==> config.mk <==
export PLATFORM = sky130hd
export DESIGN_NAME = link_bridge_flat
export DESIGN_NICKNAME = d
export VERILOG_FILES = /design/src/rtl/link_bridge_if.sv /design/src/rtl/link_bridge.sv /design/src/flat_wrapper.sv
export SDC_FILE = /design/constraint.sdc
export NUM_CORES = 1
export LEC_CHECK = 0
export CORE_MARGIN = 10
export CORE_UTILIZATION = 54
export DETAILED_ROUTE_END_ITERATION = 16
export MAX_ROUTING_LAYER = met4
export PLACE_DENSITY_LB_ADDON = 0.3
export SKIP_CTS_REPAIR_TIMING = 1
export SYNTH_ARGS = -nofsm -noshare
export SYNTH_HDL_FRONTEND = slang
export SYNTH_SLANG_ARGS = --single-unit
export TNS_END_PERCENT = 50
==> constraint.sdc <==
create_clock -name clk -period 2.75 [get_ports clk]
set_input_delay 0.825 -clock clk [delete_from_list [all_inputs] [get_ports clk]]
set_output_delay 0.825 -clock clk [all_outputs]
set_load 0.02 [all_outputs]
==> src/rtl/link_bridge_if.sv <==
`default_nettype none
// +--------------------------------------------------------------------------+
// | link_bridge_if : handshake bundle for both directions of link_bridge.    |
// | Rev 1.0                                                                  |
// +--------------------------------------------------------------------------+
interface link_bridge_if #(
    parameter int A_TO_B_BITWIDTH = 8,
    parameter int B_TO_A_BITWIDTH = 8,
    parameter int DEPTH           = 4
);
    localparam int CNT_W = $clog2(DEPTH + 1);

    logic                       a_tx_valid;
    logic                       a_tx_ready;
    logic [A_TO_B_BITWIDTH-1:0] a_tx_data;
    logic                       b_rx_valid;
    logic                       b_rx_ready;
    logic [A_TO_B_BITWIDTH-1:0] b_rx_data;
    logic                       b_tx_valid;
    logic                       b_tx_ready;
    logic [B_TO_A_BITWIDTH-1:0] b_tx_data;
    logic                       a_rx_valid;
    logic                       a_rx_ready;
    logic [B_TO_A_BITWIDTH-1:0] a_rx_data;
    logic [CNT_W-1:0]           ab_count;
    logic [CNT_W-1:0]           ba_count;

    // The bridge itself is the slave; the two link endpoints are the master.
    modport slave (
        input  a_tx_valid, a_tx_data, b_rx_ready,
        input  b_tx_valid, b_tx_data, a_rx_ready,
        output a_tx_ready, b_rx_valid, b_rx_data,
        output b_tx_ready, a_rx_valid, a_rx_data,
        output ab_count, ba_count
    );

    modport master (
        output a_tx_valid, a_tx_data, b_rx_ready,
        output b_tx_valid, b_tx_data, a_rx_ready,
        input  a_tx_ready, b_rx_valid, b_rx_data,
        input  b_tx_ready, a_rx_valid, a_rx_data,
        input  ab_count, ba_count
    );
endinterface
`default_nettype wire

==> src/rtl/link_bridge.sv <==
`default_nettype none
// +--------------------------------------------------------------------------+
// | link_bridge : two independent circular FIFOs, A-to-B and B-to-A.         |
// | Rev 1.0                                                                  |
// +--------------------------------------------------------------------------+
module link_bridge_fifo #(
    parameter int WIDTH = 8,
    parameter int DEPTH = 4
) (
    input  wire logic                       clk,
    input  wire logic                       rst,
    input  wire logic                       flush,
    input  wire logic                       tx_valid_i,
    output logic                            tx_ready_o,
    input  wire logic [WIDTH-1:0]           tx_data_i,
    output logic                            rx_valid_o,
    input  wire logic                       rx_ready_i,
    output logic [WIDTH-1:0]                rx_data_o,
    output logic [$clog2(DEPTH+1)-1:0]      count_o
);
    localparam int CNT_W = $clog2(DEPTH + 1);
    localparam int PTR_W = (DEPTH > 1) ? $clog2(DEPTH) : 1;
    localparam logic [CNT_W-1:0] c_FULL = CNT_W'(DEPTH);
    localparam logic [PTR_W-1:0] c_LAST = PTR_W'(DEPTH - 1);

    logic [WIDTH-1:0] mem_q [DEPTH];
    logic [PTR_W-1:0] wr_ptr_q, wr_ptr_d;
    logic [PTR_W-1:0] rd_ptr_q, rd_ptr_d;
    logic [CNT_W-1:0] count_q,  count_d;

    logic w_ready;
    logic w_valid;
    logic w_push;
    logic w_pop;

    // Ready is derived only from occupancy, so a full FIFO refuses a push
    // even when a pop frees a slot on the same edge.
    assign w_ready = (count_q != c_FULL);
    assign w_valid = (count_q != '0);
    assign w_push  = tx_valid_i && w_ready;
    assign w_pop   = w_valid && rx_ready_i;

    always_comb begin
        wr_ptr_d = wr_ptr_q;
        rd_ptr_d = rd_ptr_q;
        count_d  = count_q;
        if (flush) begin
            wr_ptr_d = '0;
            rd_ptr_d = '0;
            count_d  = '0;
        end else begin
            if (w_push) begin
                wr_ptr_d = (wr_ptr_q == c_LAST) ? '0 : wr_ptr_q + PTR_W'(1);
            end
            if (w_pop) begin
                rd_ptr_d = (rd_ptr_q == c_LAST) ? '0 : rd_ptr_q + PTR_W'(1);
            end
            case ({w_push, w_pop})
                2'b10:   count_d = count_q + CNT_W'(1);
                2'b01:   count_d = count_q - CNT_W'(1);
                default: count_d = count_q;
            endcase
        end
    end

    always_ff @(posedge clk or posedge rst) begin
        if (rst) begin
            wr_ptr_q <= '0;
            rd_ptr_q <= '0;
            count_q  <= '0;
        end else begin
            wr_ptr_q <= wr_ptr_d;
            rd_ptr_q <= rd_ptr_d;
            count_q  <= count_d;
        end
    end

    // Storage is deliberately left unreset; the output mux hides stale words.
    always_ff @(posedge clk) begin
        if (w_push && !flush) begin
            mem_q[wr_ptr_q] <= tx_data_i;
        end
    end

    assign tx_ready_o = w_ready;
    assign rx_valid_o = w_valid;
    assign rx_data_o  = w_valid ? mem_q[rd_ptr_q] : '0;
    assign count_o    = count_q;
endmodule

module link_bridge #(
    parameter int A_TO_B_BITWIDTH = 8,
    parameter int B_TO_A_BITWIDTH = 8,
    parameter int DEPTH           = 4
) (
    input  wire logic      clk,
    input  wire logic      rst,
    input  wire logic      flush,
    link_bridge_if.slave   bus
);
    link_bridge_fifo #(
        .WIDTH (A_TO_B_BITWIDTH),
        .DEPTH (DEPTH)
    ) u_ab_fifo (
        .clk        (clk),
        .rst        (rst),
        .flush      (flush),
        .tx_valid_i (bus.a_tx_valid),
        .tx_ready_o (bus.a_tx_ready),
        .tx_data_i  (bus.a_tx_data),
        .rx_valid_o (bus.b_rx_valid),
        .rx_ready_i (bus.b_rx_ready),
        .rx_data_o  (bus.b_rx_data),
        .count_o    (bus.ab_count)
    );

    link_bridge_fifo #(
        .WIDTH (B_TO_A_BITWIDTH),
        .DEPTH (DEPTH)
    ) u_ba_fifo (
        .clk        (clk),
        .rst        (rst),
        .flush      (flush),
        .tx_valid_i (bus.b_tx_valid),
        .tx_ready_o (bus.b_tx_ready),
        .tx_data_i  (bus.b_tx_data),
        .rx_valid_o (bus.a_rx_valid),
        .rx_ready_i (bus.a_rx_ready),
        .rx_data_o  (bus.a_rx_data),
        .count_o    (bus.ba_count)
    );
endmodule
`default_nettype wire
==> src/flat_wrapper.sv <==
// flat-port wrapper written by rule: the top's interface ports become plain ports
module link_bridge_flat 
#(
    parameter int A_TO_B_BITWIDTH = 8,
    parameter int B_TO_A_BITWIDTH = 8,
    parameter int DEPTH           = 4
)
  (clk, rst, flush, bus_a_tx_valid, bus_a_tx_data, bus_b_rx_ready, bus_b_tx_valid, bus_b_tx_data, bus_a_rx_ready, bus_a_tx_ready, bus_b_rx_valid, bus_b_rx_data, bus_b_tx_ready, bus_a_rx_valid, bus_a_rx_data, bus_ab_count, bus_ba_count);
  link_bridge_if #(.A_TO_B_BITWIDTH(A_TO_B_BITWIDTH), .B_TO_A_BITWIDTH(B_TO_A_BITWIDTH), .DEPTH(DEPTH)) bus_i ();
  input  wire logic clk;
  input  wire logic rst;
  input  wire logic flush;
  input wire logic [$bits(bus_i.a_tx_valid)-1:0] bus_a_tx_valid;
  input wire logic [$bits(bus_i.a_tx_data)-1:0] bus_a_tx_data;
  input wire logic [$bits(bus_i.b_rx_ready)-1:0] bus_b_rx_ready;
  input wire logic [$bits(bus_i.b_tx_valid)-1:0] bus_b_tx_valid;
  input wire logic [$bits(bus_i.b_tx_data)-1:0] bus_b_tx_data;
  input wire logic [$bits(bus_i.a_rx_ready)-1:0] bus_a_rx_ready;
  output wire logic [$bits(bus_i.a_tx_ready)-1:0] bus_a_tx_ready;
  output wire logic [$bits(bus_i.b_rx_valid)-1:0] bus_b_rx_valid;
  output wire logic [$bits(bus_i.b_rx_data)-1:0] bus_b_rx_data;
  output wire logic [$bits(bus_i.b_tx_ready)-1:0] bus_b_tx_ready;
  output wire logic [$bits(bus_i.a_rx_valid)-1:0] bus_a_rx_valid;
  output wire logic [$bits(bus_i.a_rx_data)-1:0] bus_a_rx_data;
  output wire logic [$bits(bus_i.ab_count)-1:0] bus_ab_count;
  output wire logic [$bits(bus_i.ba_count)-1:0] bus_ba_count;
  assign bus_i.a_tx_valid = bus_a_tx_valid;
  assign bus_i.a_tx_data = bus_a_tx_data;
  assign bus_i.b_rx_ready = bus_b_rx_ready;
  assign bus_i.b_tx_valid = bus_b_tx_valid;
  assign bus_i.b_tx_data = bus_b_tx_data;
  assign bus_i.a_rx_ready = bus_a_rx_ready;
  assign bus_a_tx_ready = bus_i.a_tx_ready;
  assign bus_b_rx_valid = bus_i.b_rx_valid;
  assign bus_b_rx_data = bus_i.b_rx_data;
  assign bus_b_tx_ready = bus_i.b_tx_ready;
  assign bus_a_rx_valid = bus_i.a_rx_valid;
  assign bus_a_rx_data = bus_i.a_rx_data;
  assign bus_ab_count = bus_i.ab_count;
  assign bus_ba_count = bus_i.ba_count;
  link_bridge #(.A_TO_B_BITWIDTH(A_TO_B_BITWIDTH), .B_TO_A_BITWIDTH(B_TO_A_BITWIDTH), .DEPTH(DEPTH)) u_core (.clk(clk), .rst(rst), .flush(flush), .bus(bus_i));
endmodule
==> results.sh <==
export IMPL_yosysTopAreaCellShare_pct=53.8
export IMPL_max_vdd_ir_drop_mv=0.489
export IMPL_async_flop_share_pct=17.9
export IMPL_syn2layout_area_growth_pct=27.7
export IMPL_clock_path_buffers=2
export IMPL_max_freq_ghz=0.378
export IMPL_yosysMostFrequentCell="edfxtp_1"
export IMPL_yosysTopAreaCell="edfxtp_1"
export IMPL_internal_power_w=0.00222
export IMPL_yosysUniqueCellTypes=45
export IMPL_ys_ff_latch=78
export IMPL_min_path_type="reg2reg"
export IMPL_synth_area_um2=3570
export IMPL_critPathLaunchType="flop"
export IMPL_hold_slack_ns=0.604
export IMPL_tightest_slew_ns=0.578
export IMPL_finalWirelength_mm=7.05
export IMPL_io_buffers=48
export IMPL_ys_seq_area_share_pct=63.6
export IMPL_clk_pin_slew_worst_paths_ns=0.08
export IMPL_initial_core_util_pct=56.0
export IMPL_crit_chain="nor3_2 > buf_4 > inv_1 > clkdlybuf4s50_1"
export IMPL_setup_viol=0
export IMPL_p_leak_nw=1.91
export IMPL_clock_power_share_pct=27.8
export IMPL_dieWidth_um=101
export IMPL_drt_iter0_markers=59
export IMPL_cp_data_required_time_ns=1.93
export IMPL_yosys_most_used_dff="edfxtp_1"
export IMPL_combinationalPowerShare_pct=27.7
export IMPL_rr_worst_depth=6
export IMPL_power_switching_w=0.000896
export IMPL_rsz0062_at_grt="false"
export IMPL_clock_sink_count=78
export IMPL_rows=29
export IMPL_hold_depth=2
export IMPL_detail_route_first_pass_iterations=4
export IMPL_io_pins=49
export IMPL_syn_inst=233
export IMPL_crit_fanout=5
export IMPL_slowest_stage="clkdlybuf4s50_1"
export IMPL_yosysWarnings=0
export IMPL_vias=2132
export IMPL_ant_nets=0
export IMPL_fin_nets=339
export IMPL_drc_errors=0
export IMPL_hpwl_mm=5.12
export IMPL_hold_violations=0
export IMPL_fin_worst_skew_ns=0.0105
export IMPL_finalSetupTns_ns=0
export IMPL_vias_per_cell=5.49
export IMPL_grt_pass1_wl_mm=11.7
export IMPL_nFillCells=413
export IMPL_synth_edf_count=64
export IMPL_place_gp_congestion=0.820
export IMPL_ys_top_cells_by_area="edfxtp_1 (54%), mux4_2 (10%), dfrtp_1 (9.8%), ha_1 (2.8%), and2b_1 (2.3%)"
export IMPL_path_class="reg2out"
export IMPL_fin_crit_sh_pct=96.1
export IMPL_syn_avg_cell_area_um2=15.3
export IMPL_slowest_delay_ns=0.53
export IMPL_grt_max_degree=16
export IMPL_synth_common_cells="edfxtp_1 (64), mux4_2 (16), dfrtp_1 (14), inv_1 (14), and2b_1 (11)"
export IMPL_grt_overflow=0
export IMPL_cts_root_buf="clkbuf_8"
export IMPL_arrival_ns=1.82
export IMPL_detail_route_wl_per_cell_um=18.2
export IMPL_cts_tree="done"
export IMPL_grt_pass1_vias=2371
export IMPL_worst_skew_pair_late_latency_ns=0.35
export IMPL_cts_made_buffers=9
export IMPL_outcome="completed"
export IMPL_die_area_um2=10300
export IMPL_core_area_um2=6390
export IMPL_maxSlewHeadroom_pct=61.4
export IMPL_htreeDepth=3
export IMPL_seqPwrFrac_pct=44.5
export IMPL_diodes=0
export IMPL_antenna_found_initial=0
export IMPL_finalCriticalPeriod_ns=2.64
export IMPL_power_density_nw_per_um2=683
export IMPL_die_y_um=101
export IMPL_p_sw_share_pct=28.8
export IMPL_worstSetupEndpointType="primary output"
export IMPL_track_usage_pct=15.4
export IMPL_drive_above_1_share_pct=23.2
export IMPL_cap_violations=0
export IMPL_syn_nets=266
export IMPL_finalPower_w=0.00311
export IMPL_slew_violations=0
## area by class of cell
cell class / count / area, um2 / share of cell area [%]
inverter: 14 / 52.6 / 1.15
timing repair buffer: 77 / 766 / 16.8
multi-input combinational: 126 / 1170 / 25.6
tap: 77 / 96.3 / 2.11
sequential: 78 / 2270 / 49.8
clock inverter: 7 / 82.6 / 1.81
clock buffer: 9 / 124 / 2.71
## critical path, delay by kind of cell, from the launching register on
family                 cells  cell delay, ns
buffers and inverters      3            0.76
AND/OR/NAND/NOR            1            0.29
flip-flops                 1            0.42
## cell families (layout without fill, tap and decap cells)
family	Yosys count	count (layout)	share of synthesized area [%]
AO/OA/AOI/OAI	33	33	6.30
multiplexers	17	17	10.4
XOR/XNOR	6	6	1.47
flip-flops	78	78	63.6
AND/OR/NAND/NOR	60	60	10.2
adder cells (fa/ha/maj)	10	10	3.92
buffers and inverters	29	107	4.20
## stage by stage
| stage | util [%] | cells | worst slack [ns] | instance area [um2] |
|---|---|---|---|---|
| finish | 71.5 | 388 | 0.107 | 4560 |
| global route | 71.5 | 388 | 0.0240 | 4560 |
| CTS | 70.5 | 388 | -0.336 | 4500 |
| detailed placement | 67.3 | 372 | 0.0343 | 4300 |
| global placement | 67.3 | 372 | 0.119 | 4300 |
| floorplan | - | 233 | 0.303 | 3570 |
## cell usage in the layout, fill, tap and decap left out, types with 2 or more instances in the layout
cell type	Yosys	final
a2111oi_0	2	2
a21oi_1	10	10
a31oi_1	2	2
and2_1	8	8
and2b_1	11	11
buf_12	0	2
buf_4	2	27
clkbuf_8	1	9
clkdlybuf4s50_1	0	31
clkinv_4	0	2
clkinvlp_4	0	2
dfrtp_1	14	12
dfrtp_2	0	2
dlymetal6s2s_1	0	17
edfxtp_1	64	64
fa_1	2	2
ha_1	8	8
inv_1	14	14
mux4_2	16	16
nand2_1	3	3
nand2b_1	4	4
nand3_1	6	6
nor2_1	9	9
nor2b_1	5	5
nor3_1	3	2
nor3b_2	0	2
o2111ai_1	2	2
o21ai_0	5	5
o311ai_0	2	2
o31ai_1	2	2
or2_2	2	2
or4_1	2	2
xnor2_1	2	2
xor2_1	4	4
## path summary, 6_finish.rpt
| kind | end | start | slack (ns) |
|---|---|---|---|
| worst min-delay path | u_core.u_ab_fifo.wr_ptr_q[1] | u_core.u_ab_fifo.wr_ptr_q[1] | 0.60 |
| max in group asynchronous | u_core.u_ba_fifo.rd_ptr_q[1] | rst | 1.51 |
| worst max-delay path | bus_a_rx_valid | u_core.u_ba_fifo.count_o[2] | 0.11 |
| worst max register to register | u_core.u_ab_fifo.count_o[1] | u_core.u_ab_fifo.count_o[2] | 0.59 |
| min in group asynchronous | u_core.u_ab_fifo.count_o[2] | rst | 0.82 |
| worst min register to register | u_core.u_ab_fifo.wr_ptr_q[1] | u_core.u_ab_fifo.wr_ptr_q[1] | 0.60 |
## power groups by stage
stage	combinational, W	sequential [W]	clock, W
2_1_floorplan	0.000508	0.00141	0
3_3_place_gp	0.000869	0.00141	0
3_5_place_dp	0.000883	0.00141	0
4_1_cts	0.000888	0.00139	0.000889
5_1_grt	0.000942	0.00140	0.000933
6_report	0.000863	0.00139	0.000865
## flip-flops by register name, summed over array words and instances, names as in the netlist
signal / cells
u_core.u_ba_fifo.rd_ptr_q: 2
u_core.u_ba_fifo.wr_ptr_q: 2
u_core.u_ab_fifo.wr_ptr_q: 2
u_core.u_ba_fifo.count_o: 3
u_core.u_ab_fifo.rd_ptr_q: 2
u_core.u_ab_fifo.count_o: 3
u_core.u_ba_fifo.mem_q: 32
u_core.u_ab_fifo.mem_q: 32
## layer usage
metal / vias to the layer above / track usage [%] / routed length (um)
li1: 1023 / - / -
met1: 1047 / 16.4 / 2780
met2: 56 / 26.1 / 3810
met3: 6 / 4.02 / 378
met4: 0 / 7.29 / 87
met5: - / - / 0
Note: power is estimated with default switching activity, not from simulation.
